### src/rtl/memory_board_ctrl.sv
// =============================================================================
// Module   : memory_board_ctrl
// Purpose  : Board/turn controller for an N-cell, multi-player pairs game.
// Revision : 1.0
// =============================================================================
`default_nettype none

module memory_board_ctrl #(
    parameter  int N_CELLS     = 16,
    parameter  int LABEL_W     = 4,
    parameter  int N_PLAYERS   = 2,
    parameter  int SHOW_CYCLES = 4,
    localparam int CW          = $clog2(N_CELLS),
    localparam int PW          = (N_PLAYERS > 2) ? $clog2(N_PLAYERS) : 1
) (
    input  logic                       clk,
    input  logic                       rst,
    input  logic                       start,
    input  logic                       move_fwd,
    input  logic                       move_bwd,
    input  logic                       select,
    input  logic                       time_up,
    input  logic [N_CELLS*LABEL_W-1:0] labels,
    output logic [CW-1:0]              cursor,
    output logic [2*N_CELLS-1:0]       cell_state,
    output logic [PW-1:0]              player,
    output logic [N_PLAYERS*8-1:0]     scores,
    output logic [2:0]                 game_state,
    output logic                       match,
    output logic                       mismatch,
    output logic [PW-1:0]              winner,
    output logic                       tie
);

    localparam int SW = $clog2(SHOW_CYCLES + 1);
    localparam int RW = $clog2(N_CELLS / 2 + 1);

    localparam logic [1:0] C_HIDDEN  = 2'b00;
    localparam logic [1:0] C_FACEUP  = 2'b01;
    localparam logic [1:0] C_MATCHED = 2'b10;

    typedef enum logic [2:0] {
        ST_IDLE  = 3'd0,
        ST_PICK1 = 3'd1,
        ST_PICK2 = 3'd2,
        ST_CHECK = 3'd3,
        ST_SHOW  = 3'd4,
        ST_DONE  = 3'd5
    } state_t;

    state_t               state_q;
    logic [CW-1:0]        cursor_q;
    logic [CW-1:0]        idx1_q;
    logic [CW-1:0]        idx2_q;
    logic [PW-1:0]        player_q;
    logic [PW-1:0]        winner_q;
    logic                 tie_q;
    logic                 match_q;
    logic                 mismatch_q;
    logic [SW-1:0]        cnt_q;
    logic [RW-1:0]        rem_q;
    logic [1:0]           cells_q  [N_CELLS];
    logic [LABEL_W-1:0]   labels_q [N_CELLS];
    logic [7:0]           scores_q [N_PLAYERS];

    logic                 pair_eq;
    logic [7:0]           scores_d [N_PLAYERS];
    logic [7:0]           best_d;
    logic [PW-1:0]        winner_d;
    logic                 tie_d;
    logic [PW-1:0]        player_nxt;
    int                   n_best;

    assign player_nxt = (player_q == PW'(N_PLAYERS - 1)) ? '0 : player_q + 1'b1;

    // Scores as they will be after this cycle's CHECK, so DONE can rank them on entry.
    always_comb begin
        pair_eq  = (labels_q[idx1_q] == labels_q[idx2_q]);
        for (int p = 0; p < N_PLAYERS; p++) begin
            scores_d[p] = scores_q[p];
        end
        if (state_q == ST_CHECK && pair_eq && scores_q[player_q] != 8'hFF) begin
            scores_d[player_q] = scores_q[player_q] + 8'd1;
        end
        best_d   = '0;
        winner_d = '0;
        n_best   = 0;
        for (int p = 0; p < N_PLAYERS; p++) begin
            if (scores_d[p] > best_d) begin
                best_d   = scores_d[p];
                winner_d = PW'(p);
            end
        end
        for (int p = 0; p < N_PLAYERS; p++) begin
            if (scores_d[p] == best_d) begin
                n_best = n_best + 1;
            end
        end
        tie_d = (n_best > 1);
    end

    always_ff @(posedge clk or negedge rst) begin
        if (!rst) begin
            state_q    <= ST_IDLE;
            cursor_q   <= '0;
            idx1_q     <= '0;
            idx2_q     <= '0;
            player_q   <= '0;
            winner_q   <= '0;
            tie_q      <= 1'b0;
            match_q    <= 1'b0;
            mismatch_q <= 1'b0;
            cnt_q      <= '0;
            rem_q      <= '0;
            for (int i = 0; i < N_CELLS; i++) begin
                cells_q[i]  <= C_HIDDEN;
                labels_q[i] <= '0;
            end
            for (int p = 0; p < N_PLAYERS; p++) begin
                scores_q[p] <= '0;
            end
        end else begin
            match_q    <= 1'b0;
            mismatch_q <= 1'b0;
            case (state_q)
                ST_IDLE, ST_DONE: begin
                    if (start) begin
                        for (int i = 0; i < N_CELLS; i++) begin
                            cells_q[i]  <= C_HIDDEN;
                            labels_q[i] <= labels[i*LABEL_W +: LABEL_W];
                        end
                        for (int p = 0; p < N_PLAYERS; p++) begin
                            scores_q[p] <= '0;
                        end
                        player_q <= '0;
                        cursor_q <= '0;
                        winner_q <= '0;
                        tie_q    <= 1'b0;
                        rem_q    <= RW'(N_CELLS / 2);
                        state_q  <= ST_PICK1;
                    end
                end
                ST_PICK1, ST_PICK2: begin
                    // time_up pre-empts select; select always uses the pre-move cursor.
                    if (time_up) begin
                        if (state_q == ST_PICK2) begin
                            cells_q[idx1_q] <= C_HIDDEN;
                        end
                        player_q <= player_nxt;
                        state_q  <= ST_PICK1;
                    end else if (select && cells_q[cursor_q] == C_HIDDEN) begin
                        cells_q[cursor_q] <= C_FACEUP;
                        if (state_q == ST_PICK1) begin
                            idx1_q  <= cursor_q;
                            state_q <= ST_PICK2;
                        end else begin
                            idx2_q  <= cursor_q;
                            state_q <= ST_CHECK;
                        end
                    end
                    if (move_fwd && !move_bwd) begin
                        cursor_q <= (cursor_q == CW'(N_CELLS - 1)) ? '0 : cursor_q + 1'b1;
                    end else if (move_bwd && !move_fwd) begin
                        cursor_q <= (cursor_q == '0) ? CW'(N_CELLS - 1) : cursor_q - 1'b1;
                    end
                end
                ST_CHECK: begin
                    if (pair_eq) begin
                        cells_q[idx1_q] <= C_MATCHED;
                        cells_q[idx2_q] <= C_MATCHED;
                        scores_q        <= scores_d;
                        match_q         <= 1'b1;
                        rem_q           <= rem_q - 1'b1;
                        if (rem_q == RW'(1)) begin
                            winner_q <= winner_d;
                            tie_q    <= tie_d;
                            state_q  <= ST_DONE;
                        end else begin
                            state_q  <= ST_PICK1;
                        end
                    end else begin
                        mismatch_q <= 1'b1;
                        cnt_q      <= SW'(SHOW_CYCLES - 1);
                        state_q    <= ST_SHOW;
                    end
                end
                ST_SHOW: begin
                    if (cnt_q == '0) begin
                        cells_q[idx1_q] <= C_HIDDEN;
                        cells_q[idx2_q] <= C_HIDDEN;
                        player_q        <= player_nxt;
                        state_q         <= ST_PICK1;
                    end else begin
                        cnt_q <= cnt_q - 1'b1;
                    end
                end
                default: state_q <= ST_IDLE;
            endcase
        end
    end

    generate
        for (genvar gi = 0; gi < N_CELLS; gi++) begin : g_cells
            assign cell_state[2*gi +: 2] = cells_q[gi];
        end
        for (genvar gp = 0; gp < N_PLAYERS; gp++) begin : g_scores
            assign scores[8*gp +: 8] = scores_q[gp];
        end
    endgenerate

    assign cursor     = cursor_q;
    assign player     = player_q;
    assign game_state = state_q;
    assign match      = match_q;
    assign mismatch   = mismatch_q;
    assign winner     = winner_q;
    assign tie        = tie_q;

endmodule

`default_nettype wire
### config.mk
export PLATFORM = sky130hd
export DESIGN_NAME = memory_board_ctrl
export DESIGN_NICKNAME = d
export VERILOG_FILES = /design/src/rtl/memory_board_ctrl.sv
export SDC_FILE = /design/constraint.sdc
export NUM_CORES = 1
export LEC_CHECK = 0
export CAP_MARGIN = 30
export CELL_PAD_IN_SITES_DETAIL_PLACEMENT = 2
export CELL_PAD_IN_SITES_GLOBAL_PLACEMENT = 2
export CORE_MARGIN = 2
export CORE_UTILIZATION = 35
export CTS_BUF_LIST = sky130_fd_sc_hd__clkbuf_16
export CTS_CLUSTER_SIZE = 12
export DETAILED_ROUTE_END_ITERATION = 6
export GPL_TIMING_DRIVEN = 0
export PLACE_DENSITY_LB_ADDON = 0.25
export REMOVE_ABC_BUFFERS = 1
export SYNTH_ARGS = -nofsm -noshare
export SYNTH_HDL_FRONTEND = slang
export SYNTH_SLANG_ARGS = --single-unit
### constraint.sdc
create_clock -name clk -period 5.21 [get_ports clk]
set_clock_uncertainty 0.1 [all_clocks]
set_input_delay 1.042 -clock clk [delete_from_list [all_inputs] [get_ports clk]]
set_output_delay 1.042 -clock clk [all_outputs]
set_load 0.05 [all_outputs]
=== Yosys cells after proc, flatten, opt, wreduce, memory -nomap -nowiden ===
Cells that the tools add are included.

* Flip-flop bits (word level): 139
* Input port bits: 71
* Output and inout port bits: 60
* Logic and storage cells: 207

* Add/subtract/negate cells: 7
* $lt $le $gt $ge: 11
* Equal/unequal tests: 21
* Multiplexer cells: 72
* Bitwise logic cells: 19
* Reduce and logical (&&, ||, !) cells: 32

{| class="wikitable"
|+ Operators with widths
! kind !! count
|-
| two-way mux 32 bit || 7
|-
| one-hot mux 32 bit (4 select lines) || 1
|-
| bitwise AND 32 bit || 2
|-
| inverter 32 bit || 2
|-
| bitwise AND 16 bit || 3
|-
| two-way mux 16 bit || 3
|-
| two-way mux 8 bit || 6
|-
| inverter 16 bit || 3
|-
| OR 16 bit || 3
|-
| two-way mux 4 bit || 11
|-
| adder 32 x 2 -> 32 bit (second input constant) || 1
|-
| binary-select mux 4 bit (select 4 bit) || 2
|-
| > comparator 32 x 2 -> 1 bit (second input constant) || 1
|-
| one-hot mux 16 bit (2 select lines) || 1
|-
| demux 2 bit (select 4 bit) || 3
|-
| two-way mux 3 bit || 8
|-
| bitwise mux 16 bit || 1
|-
| equality test 8 bit || 2
|-
| one-hot mux 4 bit (2 select lines) || 2
|-
| AND reduction 4 bit || 4
|-
| >= comparator 5 bit (second input constant) || 3
|-
| < comparator 5 x 1 -> 1 bit (second input constant) || 3
|-
| two-way mux 1 bit || 15
|-
| inverter 4 -> 5 bit || 3
|-
| 40 further kinds || 72
|}

=== Depth between registers and ports, before layout ===
* Depth in word-level cells: 20
* Mapped depth: 20
* Depth with buffers taken out: 18

=== Worst setup path before layout ===
OpenSTA, ideal clock, no wires.

* Path kind: register to register
* From: reg idx1_q[1]
* To: reg winner_q (netlist: winner)
* Setup time: 129 ps
* Arrival: 3,671 ps
* Data required time: 4,981 ps
* Slack: 1,310 ps
* Cell stages (with the launch flop): 21
* Path buffers: 2
* Period minus slack after synthesis: 3,900 ps
* Cells stage by stage: dfrtp_1 -> clkbuf_1 -> buf_1 -> mux4_2 -> a22oi_1 -> nand2_1 -> xnor2_1 -> nand4_2 -> or2_1 -> inv_2 -> nand2_1 -> mux2_1 -> ha_1 -> nor2b_1 -> o21a_1 -> o21ai_0 -> nand2b_1 -> a21oi_1 -> o21ai_0 -> o21ai_0 -> o31ai_1

* Longest elaborated chain between the ends: 15
* Elaborated cells between the ends (all ways): 17
* Those cells by class: 2 x order compare; 2 x eq/ne; 9 x mux; 1 x bitwise; 3 x reduce/logical

{| class="wikitable"
|+ Ends and longest elaborated chain
! what !! RTL line !! source
|-
| start, declared || 53 || <nowiki>logic [CW-1:0] idx1_q;</nowiki>
|-
| start signal, assigned || 154 || <nowiki>idx1_q <= cursor_q;</nowiki>
|-
| inverter 4 -> 5 bit (not written as such) * || 78 || <nowiki>pair_eq = (labels_q[idx1_q] == labels_q[idx2_q]);</nowiki>
|-
| binary-select mux 4 bit (select 4 bit) * || 78 ||
|-
| two-way mux 4 bit (not written as such) * (2 in series) || 78 ||
|-
| equality test 4 bit * || 78 ||
|-
| logical AND 1 bit (2 in series) || 82 || <nowiki>if (state_q == ST_CHECK && pair_eq && scores_q[player_q] != 8'hFF) begin</nowiki>
|-
| two-way mux 16 bit || 82 ||
|-
| > comparator 8 x 1 -> 1 bit || 89 || <nowiki>if (scores_d[p] > best_d) begin</nowiki>
|-
| two-way mux 8 bit || 89 ||
|-
| > comparator 8 bit || 89 ||
|-
| two-way mux 1 bit || 89 ||
|-
| two-way mux 1 bit || 174 || <nowiki>if (rem_q == RW'(1)) begin</nowiki>
|-
| two-way mux 1 bit || 168 || <nowiki>if (pair_eq) begin</nowiki>
|-
| one-hot mux 1 bit (2 select lines) || 125 || <nowiki>case (state_q)</nowiki>
|-
| end signal, assigned || 175 || <nowiki>winner_q <= winner_d;</nowiki>
|-
| end, declared || 56 || <nowiki>logic [PW-1:0] winner_q;</nowiki>
|}

Mark *: on every way between the ends. The rest lies on a longest branch, timed or not. The select of a mux whose other input is x is not followed.
A chain may end at the register's enable or synchronous reset.

=== Worst setup path after layout ===
* From: reg idx2_q[0]
* To: reg winner_q (netlist: winner)

* Longest elaborated chain between the ends: 15
* Elaborated cells between the ends (all ways): 17
* Those cells by class: 2 x order compare; 2 x eq/ne; 9 x mux; 1 x bitwise; 3 x reduce/logical

{| class="wikitable"
|+ Ends and longest elaborated chain
! what !! RTL line !! source
|-
| start, declared || 54 || <nowiki>logic [CW-1:0] idx2_q;</nowiki>
|-
| start signal, assigned || 157 || <nowiki>idx2_q <= cursor_q;</nowiki>
|-
| inverter 4 -> 5 bit (not written as such) * || 78 ||
|-
| binary-select mux 4 bit (select 4 bit) * || 78 ||
|-
| two-way mux 4 bit (not written as such) * (2 in series) || 78 ||
|-
| equality test 4 bit * || 78 ||
|-
| logical AND 1 bit (2 in series) || 82 ||
|-
| two-way mux 16 bit || 82 ||
|-
| > comparator 8 x 1 -> 1 bit || 89 ||
|-
| two-way mux 8 bit || 89 ||
|-
| > comparator 8 bit || 89 ||
|-
| two-way mux 1 bit || 89 ||
|-
| two-way mux 1 bit || 174 ||
|-
| two-way mux 1 bit || 168 ||
|-
| one-hot mux 1 bit (2 select lines) || 125 ||
|}

Marks and branches as above.

==> flow_metrics.env <==
export IMPL_status="completed"
export IMPL_critPathKind="reg2reg"
export IMPL_number_of_antenna_violations_at_the_first_check_in_global_routing=1
export IMPL_clock_tree_from_tritoncts="yes"
export IMPL_clock_latency_ns=0.45
export IMPL_cts_max_level=4
export IMPL_clock_sinks=139
export IMPL_initial_utilization_pct=35.52
export IMPL_drc_errors=0
export IMPL_dieArea_um2=26700
export IMPL_global_route_usage_total_pct=25.02
export IMPL_cts_root_buf="sky130_fd_sc_hd__clkbuf_16"
export IMPL_max_clock_freq_mhz=207.6
export IMPL_hold_path_class="reg2reg"
export IMPL_design_portCount=131
export IMPL_async_flop_share_pct=100.0
export IMPL_max_slew_worst_pin_slew_ns=0.9609
export IMPL_final_layout_size_suffix_gt1_share_pct=18.23
export IMPL_chipWidth_um=163.4
export IMPL_dr_pass1_iters=5
export IMPL_wl_per_cell_um=24.13
export IMPL_synth_distinct_cells=63
export IMPL_holdWs_ns=0.3774
export IMPL_synth_largest_area_cell="sky130_fd_sc_hd__dfrtp_1"
export IMPL_numPortBuffers=130
export IMPL_endpoint_kind="register"
export IMPL_power_static_leakage_nw=4.514
export IMPL_clock_transition_at_the_registers_of_the_reported_paths_ns=0.07
export IMPL_ctsLongestPathBuffers=2
export IMPL_area_of_the_core_um2=25040
export IMPL_synthesis_area_um2=8894
export IMPL_grt_pass1_vias=8500
export IMPL_maximum_number_of_pins_on_one_net_before_global_route_repair=94
export IMPL_slew_violations=0
export IMPL_cts_hold_buf=0
export IMPL_final_nets=1080
export IMPL_grt_first_pass_wirelength_um=50800
export IMPL_final_min_period_over_clock_period_pct=92.44
export IMPL_row_count=58
export IMPL_post_place_ws_ns=-0.6601
export IMPL_vias_per_cell=5.837
export IMPL_worst_slew_margin_rel_pct=35.62
export IMPL_power_per_cell_area_nw_per_um2=634.2
export IMPL_synthToLayoutAreaGrowth_pct=26.70
export IMPL_synth_seq_cells=139
export IMPL_timing_reg2reg_worst_path_depth=20
export IMPL_irDropWorstVdd_uv=269.9
export IMPL_syn_avg_cell_area_um2=9.970
export IMPL_ys_seq_area_share_pct=39.11
export IMPL_rsz0062_at_grt="no"
export IMPL_synth_edf_count=0
export IMPL_wl_um=32220
export IMPL_synthTopCellsByArea="sky130_fd_sc_hd__dfrtp_1, sky130_fd_sc_hd__mux4_2, sky130_fd_sc_hd__mux2_2"
export IMPL_overflow=0
export IMPL_post_route_worst_setup_slack_ns=0.3939
export IMPL_hpwl_um=22120
export IMPL_post_synth_top_area_fraction_pct=39.11
export IMPL_syn_inst=892
export IMPL_postRouteAntennaNets=0
export IMPL_critical_path_arrival_ns=5.02
export IMPL_post_synth_top_count_cell="sky130_fd_sc_hd__dfrtp_1"
export IMPL_synth_common_cells="sky130_fd_sc_hd__dfrtp_1, sky130_fd_sc_hd__o21ai_0, sky130_fd_sc_hd__a21oi_1"
export IMPL_synthFlopType="sky130_fd_sc_hd__dfrtp_1"
export IMPL_final_setup_viol_count=0
export IMPL_cp_max_fo=23
export IMPL_cts_buffers_inserted=17
export IMPL_crit_required_ns=5.42
export IMPL_finalCriticalPeriod_ns=4.816
export IMPL_yosysWarningCount=0
export IMPL_vias=7793
export IMPL_cap_viol_max_count=0
export IMPL_gp_congestion=0.7853
export IMPL_drt_first_iter_violations=394
export IMPL_worst_setup_path_start_kind="register"
export IMPL_worst_hold_path_num_cells=1
export IMPL_final_hold_violation_count=0
export IMPL_die_height_um=163.4
-- power by group --
part	leakage, nW	internal (mW)	switching [mW]
logic	2.46	1.68	2.20
clock network	0.298	0.653	0.607
registers	1.76	1.47	0.536
total	4.51	3.80	3.34
-- final cells by class --
cell class,count,area [um^2]
multi-input cells,667,5077
fillers,2598,13770
repair buffers,148,1605
flip-flops and latches,139,3488
well taps,330,412.9
inverters,18,67.56
clock buffers,17,425.4
diodes,1,2.502
clock inverters,15,188.9
-- worst paths after layout --
check / from / endpoint / slack, ns
hold reg to reg: cnt_q[0] / cnt_q[0] / 0.38
setup / recovery: idx2_q[0] / winner / 0.39
min in group asynchronous: rst / mismatch / 0.45
hold / removal: cnt_q[0] / cnt_q[0] / 0.38
setup reg to reg: idx2_q[0] / winner / 0.39
max in group asynchronous: rst / labels_q[57] / 3.70
-- sequential cells by signal (all words and copies together), names as in the netlist --
| name | flops |
|---|---|
| labels_q | 64 |
| idx1_q | 4 |
| cursor | 4 |
| game_state | 3 |
| scores | 16 |
| cell_state | 32 |
| rem_q | 4 |
| player | 1 |
| mismatch | 1 |
| idx2_q | 4 |
| match | 1 |
| winner | 1 |
| tie | 1 |
| cnt_q | 3 |
-- metal layers --
layer	track usage, %	wire (um)
met5	0	0
met3	3.428	1043
met1	33.78	14730
met4	6.557	422
met2	42.31	16030
-- timing repair --
| item | CTS | global route |
|---|---|---|
| buffers inserted | 1 | 4 |
| pin swaps | 1 | 0 |
| setup endpoints to repair | 1 | 1 |
| cloned | 0 | 0 |
| gates resized for setup | 7 | 2 |
| endpoints found under the hold margin | 0 | 0 |
-- worst max-delay path, stage by stage (launching register included) --
cell	delay (ns)
sky130_fd_sc_hd__dfrtp_4	0.48
sky130_fd_sc_hd__buf_16	0.17
sky130_fd_sc_hd__mux4_2	0.53
sky130_fd_sc_hd__a22oi_1	0.23
sky130_fd_sc_hd__nand2_1	0.09
sky130_fd_sc_hd__xnor2_1	0.29
sky130_fd_sc_hd__nand4_4	0.18
sky130_fd_sc_hd__or2_4	0.33
sky130_fd_sc_hd__buf_16	0.18
sky130_fd_sc_hd__inv_2	0.18
sky130_fd_sc_hd__nand2_1	0.15
sky130_fd_sc_hd__mux2_1	0.37
sky130_fd_sc_hd__ha_1	0.31
sky130_fd_sc_hd__nor2b_1	0.14
sky130_fd_sc_hd__o21a_1	0.16
sky130_fd_sc_hd__o21ai_0	0.16
sky130_fd_sc_hd__nand2b_1	0.08
sky130_fd_sc_hd__a21oi_1	0.22
sky130_fd_sc_hd__o21ai_0	0.10
sky130_fd_sc_hd__o21ai_0	0.09
sky130_fd_sc_hd__o31ai_1	0.12
-- placed cells by master (no fill, tap or decap), types with 6 or more instances in the layout --
cell type                         Yosys  layout
sky130_fd_sc_hd__clkinv_8             0       6
sky130_fd_sc_hd__nor3_1              13      13
sky130_fd_sc_hd__nand2b_1            13      13
sky130_fd_sc_hd__xor2_1               8       8
sky130_fd_sc_hd__nor2_1              62      62
sky130_fd_sc_hd__xnor2_1             22      20
sky130_fd_sc_hd__ha_1                18      18
sky130_fd_sc_hd__o21a_1               9       9
sky130_fd_sc_hd__nand2_1             57      57
sky130_fd_sc_hd__a31oi_1              9       9
sky130_fd_sc_hd__clkbuf_16            0      17
sky130_fd_sc_hd__clkdlybuf4s50_1      0     129
sky130_fd_sc_hd__buf_16               0       6
sky130_fd_sc_hd__and2_1               9       9
sky130_fd_sc_hd__inv_1               17      17
sky130_fd_sc_hd__mux2i_1             10      10
sky130_fd_sc_hd__o211ai_1            18      18
sky130_fd_sc_hd__a21oi_1             75      75
sky130_fd_sc_hd__mux2_2              72      72
sky130_fd_sc_hd__dfrtp_1            139     135
sky130_fd_sc_hd__nand3_1             11      11
sky130_fd_sc_hd__o21ai_0             91      91
sky130_fd_sc_hd__a22oi_1             19      19
sky130_fd_sc_hd__nor2b_1             12      12
sky130_fd_sc_hd__mux4_2              37      37
sky130_fd_sc_hd__a21o_1              20      20
sky130_fd_sc_hd__o21ai_1              8       8
sky130_fd_sc_hd__o31ai_1              8       8
-- cells by family (layout without fill, tap and decap cells) --
logic type / after synthesis / after routing / synth area share, %
DFF: 139 / 139 / 39.11
AOI/OAI and AO/OA: 287 / 287 / 19.64
buffers and inverters: 86 / 198 / 4.136
other: 0 / 1 / 0
and+or+nand+nor: 212 / 212 / 11.89
adders and majority gates: 18 / 18 / 2.532
muxes: 120 / 120 / 19.74
xor gates and xnor gates: 30 / 30 / 2.954
-- through the flow --
stage | power, mW | instances | utilization, % | area [um^2] | TNS, ns
after floorplan | 4.301 | 824 | - | 8593 | 0
after global placement | 5.409 | 1284 | 41.17 | 10310 | -454.11
after detailed placement | 5.711 | 1297 | 42.18 | 10560 | -0.6601
after CTS | 7.104 | 1330 | 44.74 | 11200 | 0
after global routing | 7.572 | 1334 | 45.00 | 11270 | 0
final | 7.146 | 1335 | 45.01 | 11270 | 0
No activity file was read; power rests on OpenSTA's default activity.
